<file path="src/rtl/gcm_pkg.sv">
// gcm_pkg: phase codes, block limits and FSM state type shared by the GCM block scheduler and tag stage
package gcm_pkg;
   localparam logic [2:0] PH_AAD   = 3'b010;
   localparam logic [2:0] PH_FIRST = 3'b000;
   localparam logic [2:0] PH_MID   = 3'b001;
   localparam logic [2:0] PH_LAST  = 3'b011;
   localparam logic [2:0] PH_ONLY  = 3'b111;
   localparam logic [2:0] PH_IDLE  = 3'b100;
   localparam int MAX_BLOCKS = 100000;
   localparam int IDX_W = 17;
   localparam logic [31:0] CTR_TEXT_BASE = 32'd2;
   typedef enum logic [1:0] {S_IDLE, S_AAD, S_TEXT, S_FIN} state_t;
endpackage

</file>
<file path="src/rtl/gcm_block_scheduler_if.sv">
// gcm_block_scheduler_if: descriptor, per-worker ready and dispatch tag bundle
//   i_start/i_aad_bits/i_pt_bits/i_iv : descriptor, valid on i_start pulse
//   i_worker_ready                    : per-worker back-pressure, bit k = worker k
//   o_valid/o_worker_id/o_block_idx/o_counter/o_phase : dispatch tag
//   o_busy/o_done/o_error             : instance status
interface gcm_block_scheduler_if #(parameter int N_WORKERS = 4);
   import gcm_pkg::*;
   localparam int ID_W = $clog2(N_WORKERS);
   logic                 i_start;
   logic [63:0]          i_aad_bits;
   logic [63:0]          i_pt_bits;
   logic [95:0]          i_iv;
   logic [N_WORKERS-1:0] i_worker_ready;
   logic                 o_valid;
   logic [ID_W-1:0]      o_worker_id;
   logic [IDX_W-1:0]     o_block_idx;
   logic [127:0]         o_counter;
   logic [2:0]           o_phase;
   logic                 o_busy;
   logic                 o_done;
   logic                 o_error;
   modport master (
      output i_start, i_aad_bits, i_pt_bits, i_iv, i_worker_ready,
      input  o_valid, o_worker_id, o_block_idx, o_counter, o_phase, o_busy, o_done, o_error
   );
   modport slave (
      input  i_start, i_aad_bits, i_pt_bits, i_iv, i_worker_ready,
      output o_valid, o_worker_id, o_block_idx, o_counter, o_phase, o_busy, o_done, o_error
   );
endinterface

</file>
<file path="src/rtl/gcm_phase_decode.sv">
// gcm_phase_decode: maps (valid, block_idx, aad_blocks, total) to the dispatch phase code
//   i_valid, i_block_idx, i_aad_blocks, i_total -> o_phase
module gcm_phase_decode
   import gcm_pkg::*;
(
   input  logic             i_valid,
   input  logic [IDX_W-1:0] i_block_idx,
   input  logic [IDX_W-1:0] i_aad_blocks,
   input  logic [IDX_W-1:0] i_total,
   output logic [2:0]       o_phase
);
   assign o_phase = !i_valid                                 ? PH_IDLE  :
                    i_block_idx < i_aad_blocks               ? PH_AAD   :
                    i_total - i_aad_blocks == IDX_W'(1)      ? PH_ONLY  :
                    i_block_idx == i_aad_blocks              ? PH_FIRST :
                    i_block_idx == i_total - IDX_W'(1)       ? PH_LAST  : PH_MID;
endmodule

</file>
<file path="src/rtl/gcm_block_scheduler.sv">
// gcm_block_scheduler: turns one GCM descriptor into an in-order stream of per-block worker dispatch tags
//   clk, rst : clock, synchronous active-high reset
//   bus      : slave side of gcm_block_scheduler_if (descriptor in, dispatch tag and status out)
module gcm_block_scheduler #(
   parameter int N_WORKERS  = 4,
   parameter int MAX_BLOCKS = gcm_pkg::MAX_BLOCKS
) (
   input logic                  clk,
   input logic                  rst,
   gcm_block_scheduler_if.slave bus
);
   import gcm_pkg::*;
   localparam int ID_W = $clog2(N_WORKERS);
   state_t           r_state, w_next;
   logic [IDX_W-1:0] r_idx, r_aad, r_total;
   logic [95:0]      r_iv;
   logic             r_error;
   logic [56:0]      w_aad_blk, w_pt_blk;
   logic [64:0]      w_sum;
   logic             w_start_idle, w_over, w_accept, w_valid, w_fire;
   logic [31:0]      w_ctr;
   logic [2:0]       w_phase;
   assign w_aad_blk = bus.i_aad_bits[63:7];
   assign w_pt_blk  = bus.i_pt_bits[63:7];
   // 65-bit sum so two huge lengths can never wrap into an accepted count
   assign w_sum        = {8'd0, w_aad_blk} + {8'd0, w_pt_blk};
   assign w_start_idle = r_state == S_IDLE && bus.i_start;
   assign w_over       = w_sum > 65'(MAX_BLOCKS);
   assign w_accept     = w_start_idle && !w_over;
   assign w_valid      = r_state == S_AAD || r_state == S_TEXT;
   assign w_fire       = w_valid && bus.i_worker_ready[r_idx[ID_W-1:0]];
   assign w_ctr        = {{(32-IDX_W){1'b0}}, r_idx - r_aad} + CTR_TEXT_BASE;
   always_ff @(posedge clk) begin
      if (rst) r_state <= S_IDLE;
      else     r_state <= w_next;
   end
   always_comb begin
      w_next = r_state;
      case (r_state)
         S_IDLE:  if (w_accept) w_next = w_aad_blk != 0 ? S_AAD : w_pt_blk != 0 ? S_TEXT : S_FIN;
         S_AAD:   if (w_fire && r_idx == r_aad - IDX_W'(1)) w_next = r_total != r_aad ? S_TEXT : S_FIN;
         S_TEXT:  if (w_fire && r_idx == r_total - IDX_W'(1)) w_next = S_FIN;
         default: w_next = S_IDLE;
      endcase
   end
   always_ff @(posedge clk) begin
      if (rst) begin
         r_idx   <= '0;
         r_aad   <= '0;
         r_total <= '0;
         r_iv    <= '0;
         r_error <= 1'b0;
      end else begin
         r_error <= w_start_idle && w_over;
         if (w_accept) begin
            r_aad   <= w_aad_blk[IDX_W-1:0];
            r_total <= w_sum[IDX_W-1:0];
            r_iv    <= bus.i_iv;
            r_idx   <= '0;
         end else if (r_state == S_FIN) r_idx <= '0;
         else if (w_fire) r_idx <= r_idx + IDX_W'(1);
      end
   end
   gcm_phase_decode u_phase (
      .i_valid      (w_valid),
      .i_block_idx  (r_idx),
      .i_aad_blocks (r_aad),
      .i_total      (r_total),
      .o_phase      (w_phase)
   );
   assign bus.o_valid     = w_valid;
   assign bus.o_worker_id = r_idx[ID_W-1:0];
   assign bus.o_block_idx = r_idx;
   assign bus.o_counter   = r_state == S_TEXT ? {r_iv, w_ctr} : '0;
   assign bus.o_phase     = w_phase;
   assign bus.o_busy      = r_state != S_IDLE;
   assign bus.o_done      = r_state == S_FIN;
   assign bus.o_error     = r_error;
endmodule

</file>
<file path="src/flat_wrapper.sv">
// flat-port wrapper written by rule: the top's interface ports become plain ports
module gcm_block_scheduler_flat import gcm_pkg::*;
#(
   parameter int N_WORKERS  = 4,
   parameter int MAX_BLOCKS = gcm_pkg::MAX_BLOCKS
)
  (clk, rst, bus_i_start, bus_i_aad_bits, bus_i_pt_bits, bus_i_iv, bus_i_worker_ready, bus_o_valid, bus_o_worker_id, bus_o_block_idx, bus_o_counter, bus_o_phase, bus_o_busy, bus_o_done, bus_o_error);
  gcm_block_scheduler_if #(.N_WORKERS(N_WORKERS)) bus_i ();
  input logic clk;
  input logic rst;
  input wire logic [$bits(bus_i.i_start)-1:0] bus_i_start;
  input wire logic [$bits(bus_i.i_aad_bits)-1:0] bus_i_aad_bits;
  input wire logic [$bits(bus_i.i_pt_bits)-1:0] bus_i_pt_bits;
  input wire logic [$bits(bus_i.i_iv)-1:0] bus_i_iv;
  input wire logic [$bits(bus_i.i_worker_ready)-1:0] bus_i_worker_ready;
  output wire logic [$bits(bus_i.o_valid)-1:0] bus_o_valid;
  output wire logic [$bits(bus_i.o_worker_id)-1:0] bus_o_worker_id;
  output wire logic [$bits(bus_i.o_block_idx)-1:0] bus_o_block_idx;
  output wire logic [$bits(bus_i.o_counter)-1:0] bus_o_counter;
  output wire logic [$bits(bus_i.o_phase)-1:0] bus_o_phase;
  output wire logic [$bits(bus_i.o_busy)-1:0] bus_o_busy;
  output wire logic [$bits(bus_i.o_done)-1:0] bus_o_done;
  output wire logic [$bits(bus_i.o_error)-1:0] bus_o_error;
  assign bus_i.i_start = bus_i_start;
  assign bus_i.i_aad_bits = bus_i_aad_bits;
  assign bus_i.i_pt_bits = bus_i_pt_bits;
  assign bus_i.i_iv = bus_i_iv;
  assign bus_i.i_worker_ready = bus_i_worker_ready;
  assign bus_o_valid = bus_i.o_valid;
  assign bus_o_worker_id = bus_i.o_worker_id;
  assign bus_o_block_idx = bus_i.o_block_idx;
  assign bus_o_counter = bus_i.o_counter;
  assign bus_o_phase = bus_i.o_phase;
  assign bus_o_busy = bus_i.o_busy;
  assign bus_o_done = bus_i.o_done;
  assign bus_o_error = bus_i.o_error;
  gcm_block_scheduler #(.N_WORKERS(N_WORKERS), .MAX_BLOCKS(MAX_BLOCKS)) u_core (.clk(clk), .rst(rst), .bus(bus_i));
endmodule
</file>
<file path="config.mk">
export PLATFORM = sky130hd
export DESIGN_NAME = gcm_block_scheduler_flat
export DESIGN_NICKNAME = d
export VERILOG_FILES = /design/src/rtl/gcm_pkg.sv /design/src/rtl/gcm_block_scheduler_if.sv /design/src/rtl/gcm_phase_decode.sv /design/src/rtl/gcm_block_scheduler.sv /design/src/flat_wrapper.sv
export SDC_FILE = /design/constraint.sdc
export NUM_CORES = 1
export LEC_CHECK = 0
export ABC_CLOCK_PERIOD_IN_PS = 7160
export CAP_MARGIN = 5
export CORE_MARGIN = 1.5
export CORE_UTILIZATION = 51
export CTS_BUF_LIST = sky130_fd_sc_hd__clkbuf_4
export DETAILED_ROUTE_END_ITERATION = 16
export PLACE_DENSITY = 0.81
export SLEW_MARGIN = 20
export SYNTH_ARGS = -nofsm -noshare
export SYNTH_HDL_FRONTEND = slang
export SYNTH_SLANG_ARGS = --single-unit
</file>
<file path="constraint.sdc">
create_clock -name clk -period 7.16 [get_ports clk]
set_clock_uncertainty 0.1 [all_clocks]
set_input_delay 1.432 -clock clk [delete_from_list [all_inputs] [get_ports clk]]
set_output_delay 1.432 -clock clk [all_outputs]
set_load 0.005 [all_outputs]
</file>
# Word-level counts from Yosys, hierarchy flattened
# Cells that the tools add are included.
[classes] addsub=7 n_mux=15 order_cmp=3 eq_ne=11 reduce_logical=14
[op_table] op="128-bit 2-to-1 mux" count=1
[op_table] op="57-bit nonzero test" count=2
[op_table] op="65-bit by 17-bit greater-than comparator with 1-bit output, second input constant" count=1
[op_table] op="57-bit by 57-bit adder with 58-bit output" count=1
[op_table] op="17-bit equality test" count=3
[op_table] op="17-bit by 1-bit subtractor with 17-bit output, second input constant" count=2
[op_table] op="17-bit subtractor" count=2
[op_table] op="17-bit by 2-bit adder with 18-bit output, second input constant" count=1
[op_table] op="17-bit by 1-bit adder with 17-bit output, second input constant" count=1
[op_table] op="17-bit by 1-bit equality test with 1-bit output, second input constant" count=1
[op_table] op="17-bit < comparator" count=1
[op_table] op="17-bit != test" count=1
[op_table] op="2-bit 2-to-1 mux" count=6
[op_table] op="3-bit 2-to-1 mux" count=3
[op_table] op="1-bit logical AND" count=6
[op_table] op="2-bit one-hot mux with 3 select lines" count=1
[op_table] op="2-bit equality test, second input constant" count=2
[op_table] op="2-bit by 1-bit != test with 1-bit output, second input constant" count=2
[op_table] op="2-bit by 3-bit < comparator with 1-bit output, second input constant" count=1
[op_table] op="1-bit 2-to-1 mux" count=3
[op_table] op="3-bit AND reduction" count=1
[op_table] op="3-bit OR reduction" count=1
[op_table] op="1-bit binary-select mux with 2-bit select" count=1
[op_table] op="2-bit by 1-bit equality test with 1-bit output, second input constant" count=1
[op_table] op="other kinds (5)" count=5
[word_totals] word_cells=56 register_bits=150 inputBits=231

# Logic depth before layout (Yosys ltp)
[depth] word_depth=7 depth_mapped=17 mapped_depth_nobuf=16

# By module
# A second synthesis with hierarchy kept.
[hier_totals] hier_cells=1948 area_unflattened_um2=14687.8
[modules_own_cells] mod="gcm_block_scheduler" area_per_inst_um2=12683.4 cells_each=1663 seq_area_each_um2=3002.9 instances=1
[modules_own_cells] mod="gcm_phase_decode" area_per_inst_um2=2004.4 cells_each=285 seq_area_each_um2=0.0 instances=1

# Least setup slack after synthesis
# No wires, ideal clock.
[synth_path] path_type="input -> register" start="in bus_i_pt_bits[7]" end="reg u_core.r_total[4]" setup_slack_ns=1.367 cell_stages=16 required_ns=6.990 setup_ns=0.070 t_arrival_ns=5.622 path_cell_list="ha_1 > inv_1 > fa_1 > nand2b_1 > a21oi_1 > o21ai_0 > o211a_1 > o31ai_1 > a21oi_1 > o21ai_0 > xor2_1 > or4_1 > or4_4 > buf_2 > or4_1 > a21oi_1"
[synth_via] elab_chain_len=4
[synth_rtl] element="start, declared" line_no="flat_wrapper.sv:13" source="input wire logic [$bits(bus_i.i_pt_bits)-1:0] bus_i_pt_bits;"
[synth_rtl] element="57-bit by 57-bit adder with 58-bit output *" line_no="gcm_block_scheduler.sv:26" source="assign w_sum = {8'd0, w_aad_blk} + {8'd0, w_pt_blk};"
[synth_rtl] element="65-bit by 17-bit greater-than comparator with 1-bit output" line_no="gcm_block_scheduler.sv:28" source="assign w_over = w_sum > 65'(MAX_BLOCKS);"
[synth_rtl] element="1-bit logical NOT" line_no="gcm_block_scheduler.sv:29" source="assign w_accept = w_start_idle && !w_over;"
[synth_rtl] element="1-bit logical AND" line_no="gcm_block_scheduler.sv:29"
[synth_rtl] element="end signal, assigned" line_no="gcm_block_scheduler.sv:57" source="r_total <= w_sum[IDX_W-1:0];"
[synth_rtl] element="end, declared" line_no="gcm_block_scheduler.sv:15" source="logic [IDX_W-1:0] r_idx, r_aad, r_total;"
# Mark *: on every way between the ends. The rest lies on a longest branch, timed or not.
# A chain may end at the register's enable or synchronous reset.

# Worst setup path in the final report
[layout_path] start="reg u_core.r_idx[1] (netlist: u_core.bus.o_block_idx[1])" end="out bus_o_counter[15]"
[layout_via] elab_chain_len=3
[layout_rtl] element="start, declared" line_no="gcm_block_scheduler.sv:15"
[layout_rtl] element="start signal, assigned" line_no="gcm_block_scheduler.sv:61" source="else if (w_fire) r_idx <= r_idx + IDX_W'(1);"
[layout_rtl] element="17-bit subtractor" line_no="gcm_block_scheduler.sv:32" source="assign w_ctr = {{(32-IDX_W){1'b0}}, r_idx - r_aad} + CTR_TEXT_BASE;"
[layout_rtl] element="17-bit by 2-bit adder with 18-bit output" line_no="gcm_block_scheduler.sv:32"
[layout_rtl] element="128-bit 2-to-1 mux" line_no="gcm_block_scheduler.sv:74" source="assign bus.o_counter = r_state == S_TEXT ? {r_iv, w_ctr} : '0;"
[layout_rtl] element="end, declared" line_no="flat_wrapper.sv:19" source="output wire logic [$bits(bus_i.o_counter)-1:0] bus_o_counter;"
# No other way between the ends.

==> reports/metrics.yaml <==
async_reset_ff_frac: 0
dp_slack_ps: 164.0
hold_viol: 0
startpoint_type: "flip-flop"
slew_violations: 0
clkSinkCount: 150
irDropWorstVdd_mv: 0.1223
ctsResizeCount: 0
seqPwrFrac: 0.403
synth_cells: 1943
status: "finished, final reports clean"
rsz0062_at_grt: "false"
routabilityCongestion: 1.004
num-fill-cells: 2379
critPathRequiredTime_ps: 5630
crit_chain: "ha_1 > nor2b_1 > o21a_1 > o21ai_0 > a21oi_1 > nor3_1 > xnor2_1 > nor4b_1 > and3_1 > nand3_1 > nor3_1 > xnor2_1 > and2_1 > clkdlybuf4s50_1"
synth_compound_area_frac: 0.2706
post-route-min-period_ps: 6557
clock_latency_ps: 620
fin_util: 0.6635
synth_area_mm2: 0.01390
drv_cap: 0
final_cell_mix: "clkdlybuf4s50_1, a21oi_1, o21ai_0"
cts_setup_buffers: 0
worst_slack_ps: 602.9
grt_overflow: 0
synth_edf_count: 0
synth_cell_types: 74
row_count: 60
critPathTopFamily: "simple AND/OR/NAND/NOR gates"
p_int_uw: 1283
wl_um: 53100
cts_max_path_buffers: 2
grt_max_degree: 69
detail_route.wl_per_cell_um: 20.69
grt_pass1_vias: 15300
hpwlAfterDp_um: 41670
drt_iter0_markers: 1484
power.static_leakage_uw: 0.006591
synth_top_family_by_area: "simple AND/OR/NAND/NOR gates"
cpPeakStageDelay_ps: 690
postRouteAntennaNets: 0
crit_fanout: 12
yosys.area_share.adder: 0.09253
critPathCaptureType: "output pin"
core_area_mm2: 0.02688
finalSetupViolCount: 0
dieArea_mm2: 0.02826
synth-warning-count: 0
power.total_uw: 2085
r2r_cells: 13
synthXorXnorAreaFrac: 0.07498
ios: 385
remaining_drc_errors: 0
synthMuxAreaShare: 0.01080
synth-main-ff-cell: "dfxtp_1"
comb_power_share: 0.339
cts_max_level: 4
grt_pass1_wl_um: 82300
fmax_ghz: 0.1525
clkPwrFrac: 0.258
slowest_stage: "dfxtp_1"
holdPathStages: 2
slew_headroom: 0.4338
yosys.area_share.simple: 0.2742
die_height_um: 168.1
antenna_found_initial: 4
worst_pin_slew_ps: 838.4
fin_nets: 2542
vias: 16100
reg2reg_slack_ps: 3270
root_buffer: "clkbuf_4"
power.switching_uw: 801.8
switching_share: 0.3845
cts_tree: "yes"
syn_area_per_cell_um2: 7.154
dpl.cell_count: 2532
p_per_area_mw_per_mm2: 116.9
postCtsHoldBufs: 0
holdCritPathClass: "flip-flop to flip-flop"
tns_ps: 0
via_per_inst: 6.276
fin_cells: 2566
dr.pass1.iters: 6
final_layout_size_suffix_gt1_frac: 0.03554
io_buffers: 356
numCtsBuffers: 17
ys_seq_area_frac: 0.2160
path_buf_inv: 1
crit_cells: 14
clk_pin_slew_ps: 150
track_usage: 0.3668
worstSetupPathType: "flip-flop to output pin"
initial_core_util: 0.5172
synth_seq_cells: 150
finalCritPeriodShare: 0.9158
mostFrequentLayoutCell: "clkdlybuf4s50_1"
syn_to_final_growth_pct: 28.27
cp_data_arrival_time_ps: 5030
die_width_um: 168.1
[Yosys cell counts, drive strengths merged (23+ instances only)]
library cell	count	area, um^2
inv	64	240.2
a21oi	230	1151
a21o	35	262.8
o21ai	193	969.7
and2	121	757.0
nor3	44	220.2
o21a	23	172.7
clkbuf	114	427.9
nor2	98	367.9
xor2	49	429.2
dfxtp	150	3003
buf	27	175.2
nand3	177	885.9
nand2	119	446.7
xnor2	70	613.1
ha	98	1226
nand4	45	281.5
nor4	41	269.0
[final timing paths]
check                                                from                end
worst max-delay path            u_core.bus.o_block_idx[1]  bus_o_counter[15]
worst min-delay path                       u_core.r_iv[9]     u_core.r_iv[9]
worst max register to register          u_core.r_total[1]  u_core.r_state[1]
worst min register to register             u_core.r_iv[9]     u_core.r_iv[9]
[metrics by stage]
stage                     hold WS, ps  instance area (um^2)
final                           380.5                 17830
after CTS                       379.7                 17830
after detailed placement        361.5                 17560
after global routing            399.2                 17830
after global placement          354.9                 17560
after floorplan                 348.9                 13950
[worst min-delay path: stages (launching register included)]
cell	delay, ps
dfxtp_1	330
o21ai_0	60
a21oi_1	60
[state kept, by name, indices dropped and copies added (netlist names)]
register and cells:
u_core.r_total 17, u_core.r_state 2, u_core.bus.o_block_idx 17, u_core.r_aad 17, u_core.r_iv 96, u_core.bus.o_error 1
[layer usage]
| layer | global-route usage | share of wire | vias to the layer above |
|---|---|---|---|
| met5 | 0 | 0.00058 | - |
| met4 | 0.1933 | 0.055 | 4 |
| met2 | 0.6248 | 0.47 | 754 |
| met3 | 0.07734 | 0.074 | 167 |
| li1 | - | - | 7641 |
| met1 | 0.4344 | 0.40 | 7537 |
[power by group through the flow]
stage | Combinational [uW] | Sequential [uW] | Clock, uW
2_1_floorplan | 405 | 857 | 0
3_3_place_gp | 684 | 858 | 0
3_5_place_dp | 686 | 858 | 0
4_1_cts | 690 | 840 | 546
5_1_grt | 759 | 841 | 578
6_report | 707 | 840 | 537
[cell type report]
class / instances / area [um^2] / area share
Multi-Input combinational cell: 1601 / 10120 / 0.5678
Timing Repair Buffer: 376 / 3761 / 0.2109
Sequential cell: 150 / 3003 / 0.1684
Tap cell: 341 / 426.7 / 0.02393
Inverter: 64 / 240.2 / 0.01347
Clock buffer: 18 / 135.1 / 0.007578
Clock inverter: 14 / 135.1 / 0.007578
Antenna cell: 2 / 5.005 / 0.0002807
[cells by family after synthesis]
family / count (synthesis)
adders and majority gates: 101
AOI/OAI and AO/OA: 627
DFF: 150
other: 1
buffers and inverters: 205
and+or+nand+nor: 727
muxes: 13
xor gates and xnor gates: 119
(Power assumes the default switching activity.)
